### src/rtl/nonce_scheduler.sv
// Nonce search sequencer: walks nonces from a base value, launches one hash
// per nonce, and stops on a hit, on nonce wrap-around, on a watchdog timeout,
// or on abort. The result flags stay set until the next accepted start.
module nonce_scheduler #(
    parameter logic [31:0] NONCE_STEP     = 32'd1,
    parameter int unsigned TIMEOUT_CYCLES = 64
) (
    input  logic            clk,
    input  logic            reset,
    input  logic            start,
    input  logic            abort,
    input  logic [31:0]     nonce_base,
    input  logic            hash_done,
    input  logic            hash_hit,
    output logic            selector,
    output logic [3:0][7:0] nonce,
    output logic            hash_start,
    output logic            busy,
    output logic            found,
    output logic            exhausted,
    output logic            timeout,
    output logic [31:0]     nonce_found,
    output logic [31:0]     attempts
);

    // The watchdog counts WAIT cycles already elapsed, so it only needs to hold TIMEOUT_CYCLES-1.
    localparam int unsigned WD_W = (TIMEOUT_CYCLES < 2) ? 1 : $clog2(TIMEOUT_CYCLES);
    localparam logic [WD_W-1:0] WD_LAST = WD_W'(TIMEOUT_CYCLES - 1);

    typedef enum logic [2:0] {
        S_IDLE,
        S_LOAD,
        S_START,
        S_WAIT,
        S_FOUND,
        S_EXHAUSTED,
        S_TMO
    } state_e;

    state_e          state_q, state_d;
    logic [31:0]     nonce_q, nonce_d;
    logic [31:0]     nonce_found_q, nonce_found_d;
    logic [31:0]     attempts_q, attempts_d;
    logic [WD_W-1:0] wdog_q, wdog_d;
    logic            selector_q, hash_start_q, busy_q;
    logic            found_q, exhausted_q, timeout_q;
    logic [32:0]     next_sum_c;

    // 33-bit candidate for the next nonce; bit 32 flags wrap-around.
    assign next_sum_c = {1'b0, nonce_q} + {1'b0, NONCE_STEP};

    // Next-state and datapath update; abort overrides every other input.
    always_comb begin
        state_d       = state_q;
        nonce_d       = nonce_q;
        nonce_found_d = nonce_found_q;
        attempts_d    = attempts_q;
        wdog_d        = wdog_q;

        if (abort) begin
            state_d = S_IDLE;
        end else begin
            case (state_q)
                S_IDLE, S_FOUND, S_EXHAUSTED, S_TMO: begin
                    if (start) begin
                        nonce_d    = nonce_base;
                        attempts_d = 32'd0;
                        state_d    = S_LOAD;
                    end
                end
                S_LOAD: begin
                    state_d = S_START;
                end
                S_START: begin
                    wdog_d  = '0;
                    state_d = S_WAIT;
                end
                S_WAIT: begin
                    if (hash_done) begin
                        if (attempts_q != 32'hFFFF_FFFF) begin
                            attempts_d = attempts_q + 32'd1;
                        end
                        if (hash_hit) begin
                            nonce_found_d = nonce_q;
                            state_d       = S_FOUND;
                        end else if (next_sum_c[32]) begin
                            state_d = S_EXHAUSTED;
                        end else begin
                            nonce_d = next_sum_c[31:0];
                            state_d = S_LOAD;
                        end
                    end else if (wdog_q == WD_LAST) begin
                        state_d = S_TMO;
                    end else begin
                        wdog_d = wdog_q + WD_W'(1);
                    end
                end
                default: begin
                    state_d = S_IDLE;
                end
            endcase
        end
    end

    // State, datapath and output registers; outputs are precomputed from the next state.
    always_ff @(posedge clk or posedge reset) begin
        if (reset) begin
            state_q       <= S_IDLE;
            nonce_q       <= 32'd0;
            nonce_found_q <= 32'd0;
            attempts_q    <= 32'd0;
            wdog_q        <= '0;
            selector_q    <= 1'b0;
            hash_start_q  <= 1'b0;
            busy_q        <= 1'b0;
            found_q       <= 1'b0;
            exhausted_q   <= 1'b0;
            timeout_q     <= 1'b0;
        end else begin
            state_q       <= state_d;
            nonce_q       <= nonce_d;
            nonce_found_q <= nonce_found_d;
            attempts_q    <= attempts_d;
            wdog_q        <= wdog_d;
            selector_q    <= (state_d == S_LOAD) || (state_d == S_START) || (state_d == S_WAIT);
            busy_q        <= (state_d == S_LOAD) || (state_d == S_START) || (state_d == S_WAIT);
            hash_start_q  <= (state_d == S_START);
            found_q       <= (state_d == S_FOUND);
            exhausted_q   <= (state_d == S_EXHAUSTED);
            timeout_q     <= (state_d == S_TMO);
        end
    end

    assign selector    = selector_q;
    assign nonce       = nonce_q;
    assign hash_start  = hash_start_q;
    assign busy        = busy_q;
    assign found       = found_q;
    assign exhausted   = exhausted_q;
    assign timeout     = timeout_q;
    assign nonce_found = nonce_found_q;
    assign attempts    = attempts_q;

endmodule

### config.mk
export PLATFORM = sky130hd
export DESIGN_NAME = nonce_scheduler
export DESIGN_NICKNAME = d
export VERILOG_FILES = /design/src/rtl/nonce_scheduler.sv
export SDC_FILE = /design/constraint.sdc
export NUM_CORES = 1
export LEC_CHECK = 0
export CAP_MARGIN = 20
export CORE_MARGIN = 4
export CORE_UTILIZATION = 50
export DETAILED_ROUTE_END_ITERATION = 12
export PLACE_DENSITY = 0.79
export SETUP_SLACK_MARGIN = 0.2
export SYNTH_ARGS = -nofsm -noshare
export SYNTH_HDL_FRONTEND = slang
export SYNTH_SLANG_ARGS = --single-unit
### constraint.sdc
create_clock -name clk -period 4.42 [get_ports clk]
set_input_delay 0.884 -clock clk [delete_from_list [all_inputs] [get_ports clk]]
set_output_delay 0.884 -clock clk [all_outputs]
set_load 0.05 [all_outputs]
# After elaboration in Yosys (flattened, before gate mapping)
# Cells that the tools add are included.
# totals
register_bits	110
inputBits	38
output_inout_bits	102
wordCells	64
# op_classes
addsub	3
n_eq_ne	21
n_mux	19
bitwise_logic	1
n_reduce_logical	10
# op_table
cell	count
$mux 32	7
$pmux 32 s2	2
$add 32x1->33 const B	1
$add 32x1->32 const B	1
$ne 32x32->1 const B	1
$eq 3x3->1 const B	6
$mux 3	6
$ne 2x2->1 const B	7
$eq 3x2->1 const B	4
$mux 6	2
$pmux 3 s4	1
$pmux 6 s2	1
$reduce_and 4->1	2
$add 6x1->6 const B	1
$eq 3x1->1 const B	2
$eq 6x6->1 const B	1
$reduce_and 6->1	1
$reduce_and 5->1	1
$reduce_bool 2->1	2
$reduce_or 4->1	1
$logic_not 3->1	1
$logic_or 1x1->1	2
$not 1->1	1

# Logic depth before layout (Yosys ltp)
# logic_depth
depth_word	9
mapped_depth	10
ltp_nobuf	7

# Worst setup path before layout
# OpenSTA, ideal clock, no wires.
# synth_timing
path_type	register -> register
from	reg nonce_q[0] (netlist: nonce[0])
to	reg nonce_q[27] (netlist: nonce[27])
setup_ps	125
arrival_time_ps	2482
required_ps	4295
path_slack_ps	1813
stages_incl_launch_ff	10
path_buffers	2
period_less_slack_ps	2607
path_cell_list	dfrtp_1 > ha_1 > nand4_1 > or2_0 > nor3_4 > a221o_1 > buf_6 > buf_12 > nor2_4 > a2bb2oi_2
# synth_via
elab_chain_len	5
word_cells_on_any_way	7
cone_classes	add/sub: 1; eq/ne: 1; mux: 4; reduce/logical: 1
# synth_rtl
item	line_no	source
from (decl)	41	logic [31:0] nonce_q, nonce_d;
from (signal assigned)	121	nonce_q <= nonce_d;
$add 32x1->33 *	50	assign next_sum_c = {1'b0, nonce_q} + {1'b0, NONCE_STEP};
$mux 32	86	end else if (next_sum_c[32]) begin
$mux 32	83	if (hash_hit) begin
$mux 32	79	if (hash_done) begin
$pmux 32 s2	63	case (state_q)
# Every way passes the cells marked *; elsewhere a longest branch is shown, timed or not. The select of a mux whose other input is x is not followed.
# A chain may end at the register's enable or synchronous reset.

# Worst setup path in the final report
# layout_timing
from	in hash_done
to	reg nonce_q[0] (netlist: nonce[0])
# layout_via
elab_chain_len	2
# layout_rtl
item	line_no	source
from (decl)	13	input logic hash_done,
$ne 2x2->1 (no source line)	-	
$reduce_and 6->1 (no source line)	-	
# No other way between the ends.

==> impl_metrics.py <==
metrics = {
    "cts": {
        "cts_tree": "yes",
        "clock_latency_ps": 350,
        "cts_sinks": 110,
        "cts_resized": 0,
        "cts_root_buffer": "clkbuf_16",
        "numCtsBuffers": 9,
        "cts_buffer_depth": 2,
        "htree_num_levels": 3,
        "clk_pin_slew_ps": 70,
        "post-cts-setup-buffers": 0,
        "hold_buffers": 0,
    },
    "die": {
        "start_util_pct": 51.0,
        "core.rowCount": 39,
        "io_pins": 140,
        "die_y_um": 116,
        "die_w_um": 116,
        "dieArea_mm2": 0.0134,
        "core_area_mm2": 0.0114,
    },
    "synthesis": {
        "synth.area.top_cells": "dfrtp_1 (47%), mux2_2 (6.2%), a21oi_1 (4.5%)",
        "synth_fa_ha_area_share_pct": 0.644,
        "synth.mux.area_fraction_pct": 6.70,
        "synth.ff_latch_count": 110,
        "netlist_instances": 604,
        "synth_warnings": 0,
        "seq_area_frac_synth_pct": 47.2,
        "synthArstFlopShare_pct": 100,
        "synthSimpleGateAreaFrac_pct": 21.8,
        "synth.top_cell.area_share_pct": 47.2,
        "synth-xor-area-share_pct": 2.40,
        "synth_edf_count": 0,
        "synth_top_family_by_area": "simple AND/OR/NAND/NOR gates",
        "synth_area_mm2": 0.00583,
        "ys.flop_type": "dfrtp_1",
        "yosysTopAreaCell": "dfrtp_1",
        "synth_compound_area_share_pct": 17.0,
        "syn_area_per_cell_um2": 9.65,
        "synth_fp_nets": 645,
        "synth.distinct_cells": 61,
    },
    "drt": {
        "wire_per_inst_um": 17.5,
        "routed_wl_um": 15300,
        "first_pass_iters": 5,
        "ant_nets": 0,
        "route.vias.total": 5277,
        "drc": 0,
        "drt-initial-drc-count": 380,
        "viasPerCell": 6.05,
    },
    "timing": {
        "worst_pin_slew_ps": 869,
        "finalSetupViolCount": 0,
        "relSlewSlack_pct": 41.9,
        "fin_ws_ps": 1130,
        "fin_skew_ps": 10.8,
        "max_freq_ghz": 0.304,
        "finalCritPeriodShare_pct": 74.3,
        "rsz0062_at_grt": "false",
        "holdWs_ps": 508,
        "fin_setup_tns_ps": 0,
        "hold_viol": 0,
        "period_needed_ps": 3290,
        "maxSlewViolCount": 0,
    },
    "finish": {
        "num_antenna_cells": 0,
        "multi_input_area_mm2": 0.00284,
        "nets": 765,
        "syn_to_final_growth_pct": 29.6,
        "nFillCells": 941,
        "fin_area_mm2": 0.00755,
        "final_core_util_pct": 66.1,
        "drive_gt1_share_pct": 10.8,
        "seqCellArea_mm2": 0.00275,
    },
    "setup_path": {
        "cpLargestDelayFamily": "buffers and inverters",
        "crit_chain": "clkdlybuf4s50_1, nand4b_4, o311a_1, or2_0, a221oi_4, buf_4, o21ai_0, mux2i_1",
        "rrSetupSlack_ps": 1630,
        "crit_type": "input port to register",
        "worstPathBufferInverterCount": 2,
        "cp.arrival_ps": 3560,
        "path_max_fanout": 29,
        "r2r_cells": 8,
        "reg2reg_to": "nonce[24]",
        "r2r-start": "nonce[0]",
        "critPathRequiredTime_ps": 4700,
        "cpPeakStageDelay_ps": 690,
        "cp_slowest_cell": "clkdlybuf4s50_1",
        "cp-start-kind": "input port",
        "endpoint_kind": "register",
    },
    "global_routing": {
        "grt_max_degree": 110,
        "grt_pass1_wl_um": 25200,
        "gr-total-overflow": 0,
        "grt_pass1_vias": 5095,
        "grt_usage_pct": 23.3,
        "antenna_found_initial": 0,
    },
    "placed_design": {
        "placed_area_mm2": 0.00728,
        "place_hpwl_um": 10700,
        "portBuffers": 139,
        "pre_cts_slack_ps": 811,
        "gp_congestion": 0.899,
    },
    "power": {
        "p_leak_uw": 0.00314,
        "ir_worst_vdd_uv": 311,
        "power.density_mw_per_mm2": 458,
    },
    "run": {
        "cap_violations": 0,
    },
    "worst_hold_path": {
        "min_to": "nonce_found[31]",
        "min_from": "nonce_found[31]",
        "hold_path.class": "register to register",
        "min_path_cells": 1,
    },
    "status": {
        "status": "finished clean",
    },
}
-- where the power goes --
group | switching [uW] | internal [uW] | leakage [uW]
Sequential | 220 | 1170 | 0.00143
Combinational | 844 | 461 | 0.00157
Clock | 382 | 384 | 0.000136
Total | 1450 | 2010 | 0.00314
-- synth_stat cells (3+ instances only) --
cell       count
nand4_1       25
a32oi_1        3
nand2_1       61
and3_1        15
nand3_1       28
nor3b_1        4
ha_1           3
dfrtp_1      110
or2_2          3
a31oi_1        9
buf_2         12
a2bb2oi_2      4
mux2_2        32
a31o_2         3
or3_1          7
nor4_1         3
and2_1         4
buf_4          3
o31ai_1        5
a2bb2oi_1      7
nor2_1        43
xor2_1        14
buf_6          3
clkbuf_1      19
nand2b_1       3
nor3_1        12
mux2i_1        3
o22ai_1       15
inv_1         10
nor2_4         4
o21ai_0       35
and4_1         8
a21oi_1       52
o21ai_1        8
-- metal layers --
| layer | global-route usage, % | part of all wire (%) |
|---|---|---|
| met2 | 38.4 | 49 |
| met5 | 0 | 0 |
| met3 | 7.00 | 8.4 |
| met1 | 30.2 | 42 |
| met4 | 5.65 | 1.1 |
-- state kept, by name, summed over array words and instances (netlist names) --
register / cells
busy: 1
exhausted: 1
attempts: 32
nonce: 32
found: 1
hash_start: 1
timeout: 1
nonce_found: 32
state_q: 3
wdog_q: 6
-- worst max-delay path by stage --
stage	slack (ps)	end	cells past startpoint	start
floorplan	630	attempts[0]	1	reset
global placement	890	nonce[0]	8	hash_done
detailed placement	810	nonce[0]	8	hash_done
CTS	1140	nonce[0]	8	hash_done
global route	960	nonce[0]	8	hash_done
finish	1130	nonce[0]	8	hash_done
-- metrics by stage --
stage          cells  total power, uW
4_1_cts          872             3470
6_report         872             3460
2_1_floorplan    604             2240
3_3_place_gp     856             2670
5_1_grt          872             3610
3_5_place_dp     856             2700
-- cells in the final DEF, fill, tap and decap left out, drive strengths merged, types with 8 or more instances in the layout --
| cell | Yosys | routed |
|---|---|---|
| inv | 10 | 11 |
| nand4 | 25 | 25 |
| xor2 | 14 | 14 |
| a31oi | 9 | 9 |
| o21ai | 43 | 43 |
| buf | 19 | 8 |
| mux2 | 32 | 32 |
| a21oi | 52 | 52 |
| and3 | 15 | 15 |
| o22ai | 15 | 15 |
| a2bb2oi | 11 | 11 |
| nor3 | 13 | 13 |
| dfrtp | 110 | 110 |
| and4 | 8 | 8 |
| or3 | 8 | 8 |
| clkbuf | 19 | 9 |
| nand3 | 28 | 28 |
| nor2 | 47 | 47 |
| clkdlybuf4s50 | 0 | 139 |
| nand2 | 61 | 61 |
-- cells by family after synthesis --
| logic type | Yosys count |
|---|---|
| flip-flops | 110 |
| XOR/XNOR | 16 |
| AO/OA/AOI/OAI | 157 |
| buffers and inverters | 48 |
| adder cells (fa/ha/maj) | 3 |
| multiplexers | 35 |
| AND/OR/NAND/NOR | 235 |
-- layout make-up --
class / instances / share of cell area, %
Clock buffer: 9 / 2.98
Clock inverter: 7 / 0.646
Inverter: 10 / 0.530
Multi-Input combinational cell: 446 / 37.6
Sequential cell: 110 / 36.4
Tap cell: 143 / 2.37
Timing Repair Buffer: 147 / 19.4
Power figures use the tool's default switching activity.
==> RTL change (config.mk and constraints unchanged) <==
The output `hash_start` loses its register stage (`hash_start_q` becomes a continuous assignment).
--- a/src/rtl/nonce_scheduler.sv
+++ b/src/rtl/nonce_scheduler.sv
@@ -112,5 +112,4 @@
             wdog_q        <= '0;
             selector_q    <= 1'b0;
-            hash_start_q  <= 1'b0;
             busy_q        <= 1'b0;
             found_q       <= 1'b0;
@@ -125,5 +124,4 @@
             selector_q    <= (state_d == S_LOAD) || (state_d == S_START) || (state_d == S_WAIT);
             busy_q        <= (state_d == S_LOAD) || (state_d == S_START) || (state_d == S_WAIT);
-            hash_start_q  <= (state_d == S_START);
             found_q       <= (state_d == S_FOUND);
             exhausted_q   <= (state_d == S_EXHAUSTED);
@@ -131,4 +129,6 @@
         end
     end
+
+    assign hash_start_q = (state_d == S_START);
 
     assign selector    = selector_q;
Behaviour: not the same (a bounded check fails within 4 cycles, from zero or initial values and one cycle with reset high).
==> RTL change against the unedited design <==
  * Hold slack lost 0.0031 ns
  * Worst setup slack lost 0.56 ns
  * Sequential cell count shrank 1
  * Count of clock-buffer cells in the layout grew 3
  * Cell area grew 0.73%
  * Routed wire length grew 2.5%
  * Power grew 4.6%
  * Synthesized area shrank 0.43%
==> RTL change: results (changes against the unedited design) <==
Final layout
  • Layout cell share with drive strength beyond 1: 11.0% (+0.12 points)
  • # nets final: 766 (+0.13%)
  • Non-filler cells in the finished layout: 873 (+0.11%)

Logic synthesis
  • Sequential share of the synthesized area: 47.0% (-0.23 points)
  • Yosys cell types: 61 (unchanged)
  • Synth Area per Inst: 9.62 um^2 (-0.26%)
  • Synth area leaders: dfrtp_1 (47%), mux2_2 (6.2%), a21oi_1 (4.5%)
  • Post-synth top cells: dfrtp_1 (109), nand2_1 (61), a21oi_1 (52), nor2_1 (43), o21ai_0 (35)
  • Post-synth net total: 644 (-0.16%)

Critical path
  • RR Endpoint: nonce[18]
  • Crit path arrival time: 2.96 ns (-0.60 ns)
  • Slowest stage delay, CP: 0.50 ns (-0.19 ns)
  • RR Startpoint: state_q[0]
  • Crit path max-delay family: simple AND/OR/NAND/NOR gates
  • CP Max Fanout: 8 (-72%)
  • Reg2Reg Depth: 7 (-1)
  • R2R setup slack: 1.53 ns (-0.10 ns)
  • Slowest CP cell: nor3_4

STA
  • Worst slew pin tran: 0.976 ns (+0.107 ns)
  • Max Clock Skew: 0.00855 ns (-0.00229 ns)
  • Min Hold Slack: 0.505 ns (-0.00315 ns)

Placed design
  • Dpl hpwl: 10.9 mm (+2.4%)
  • Placer Congestion: 0.948 (+5.4%)
  • Dpl cell area: 0.00727 mm^2 (-0.17%)
  • Pre-CTS setup slack: 0.702 ns (-0.109 ns)

Global routing
  • Total GRT Usage: 24.2% (+0.97 points)
  • Met2 Use GR: 39.3% (+0.84 points)
  • Largest net degree at the start of global routing: 79 (-28%)
  • GR Util met1: 32.0% (+1.8 points)
  • First-pass GRT wire length: 26.0 mm (+3.3%)
  • Number of global-route vias before repair: 5232 (+2.7%)

Route
  • Via Count: 5251 (-0.49%)
  • WL/cell: 18.0 um (+2.4%)
  • DR iter-0 viols: 441 (+16%)
  • DRT Pass-1 Iters: 7 (+2)

Hold path
  • Worst Hold Path EP: nonce_found[31]

Run status
  • Status: completed

Pwr
  • Max IR drop VDD: 0.402 mV (+29%)
[RTL change: worst max-delay path by stage]
stage	startpoint	endpoint	slack [ns]	cells past startpoint
5_1_grt	nonce[0]	hash_start	0.41	7
4_1_cts	nonce[0]	hash_start	0.60	7
3_5_place_dp	hash_done	hash_start	0.70	7
6_report	nonce[1]	hash_start	0.57	7
3_3_place_gp	hash_done	hash_start	0.75	7
2_1_floorplan	reset	attempts[0]	0.66	1
[RTL change: per-layer routing]
layer,routed length (um),up-vias
met5,0,-
met4,248,0
met3,1200,20
met2,7610,213
met1,6620,2566
li1,-,2452
[RTL change: cell families (layout without fill, tap and decap cells)]
logic type	Yosys count	count (layout)	share of synthesized area, %
simple gates	235	235	21.9
flops	109	109	47.0
xor+xnor	16	16	2.41
mux	35	35	6.73
compound gates	157	157	17.1
buf+inv	48	175	4.23
fa+ha+maj	3	3	0.647
[RTL change: layout make-up]
type / count / area (um^2) / area share, %
Clock buffer: 12 / 246 / 3.24
Tap cell: 143 / 179 / 2.35
Timing Repair Buffer: 149 / 1480 / 19.4
Multi-Input combinational cell: 446 / 2840 / 37.4
Inverter: 10 / 40.0 / 0.526
Clock inverter: 4 / 95.1 / 1.25
Sequential cell: 109 / 2730 / 35.9
[RTL change: power by group]
part           leakage [nW]  internal (mW)  switching (mW)  total (mW)
sequential             1.42           1.16           0.219        1.38
combinational          1.58          0.464           0.850        1.31
clock                 0.167          0.569           0.356       0.926
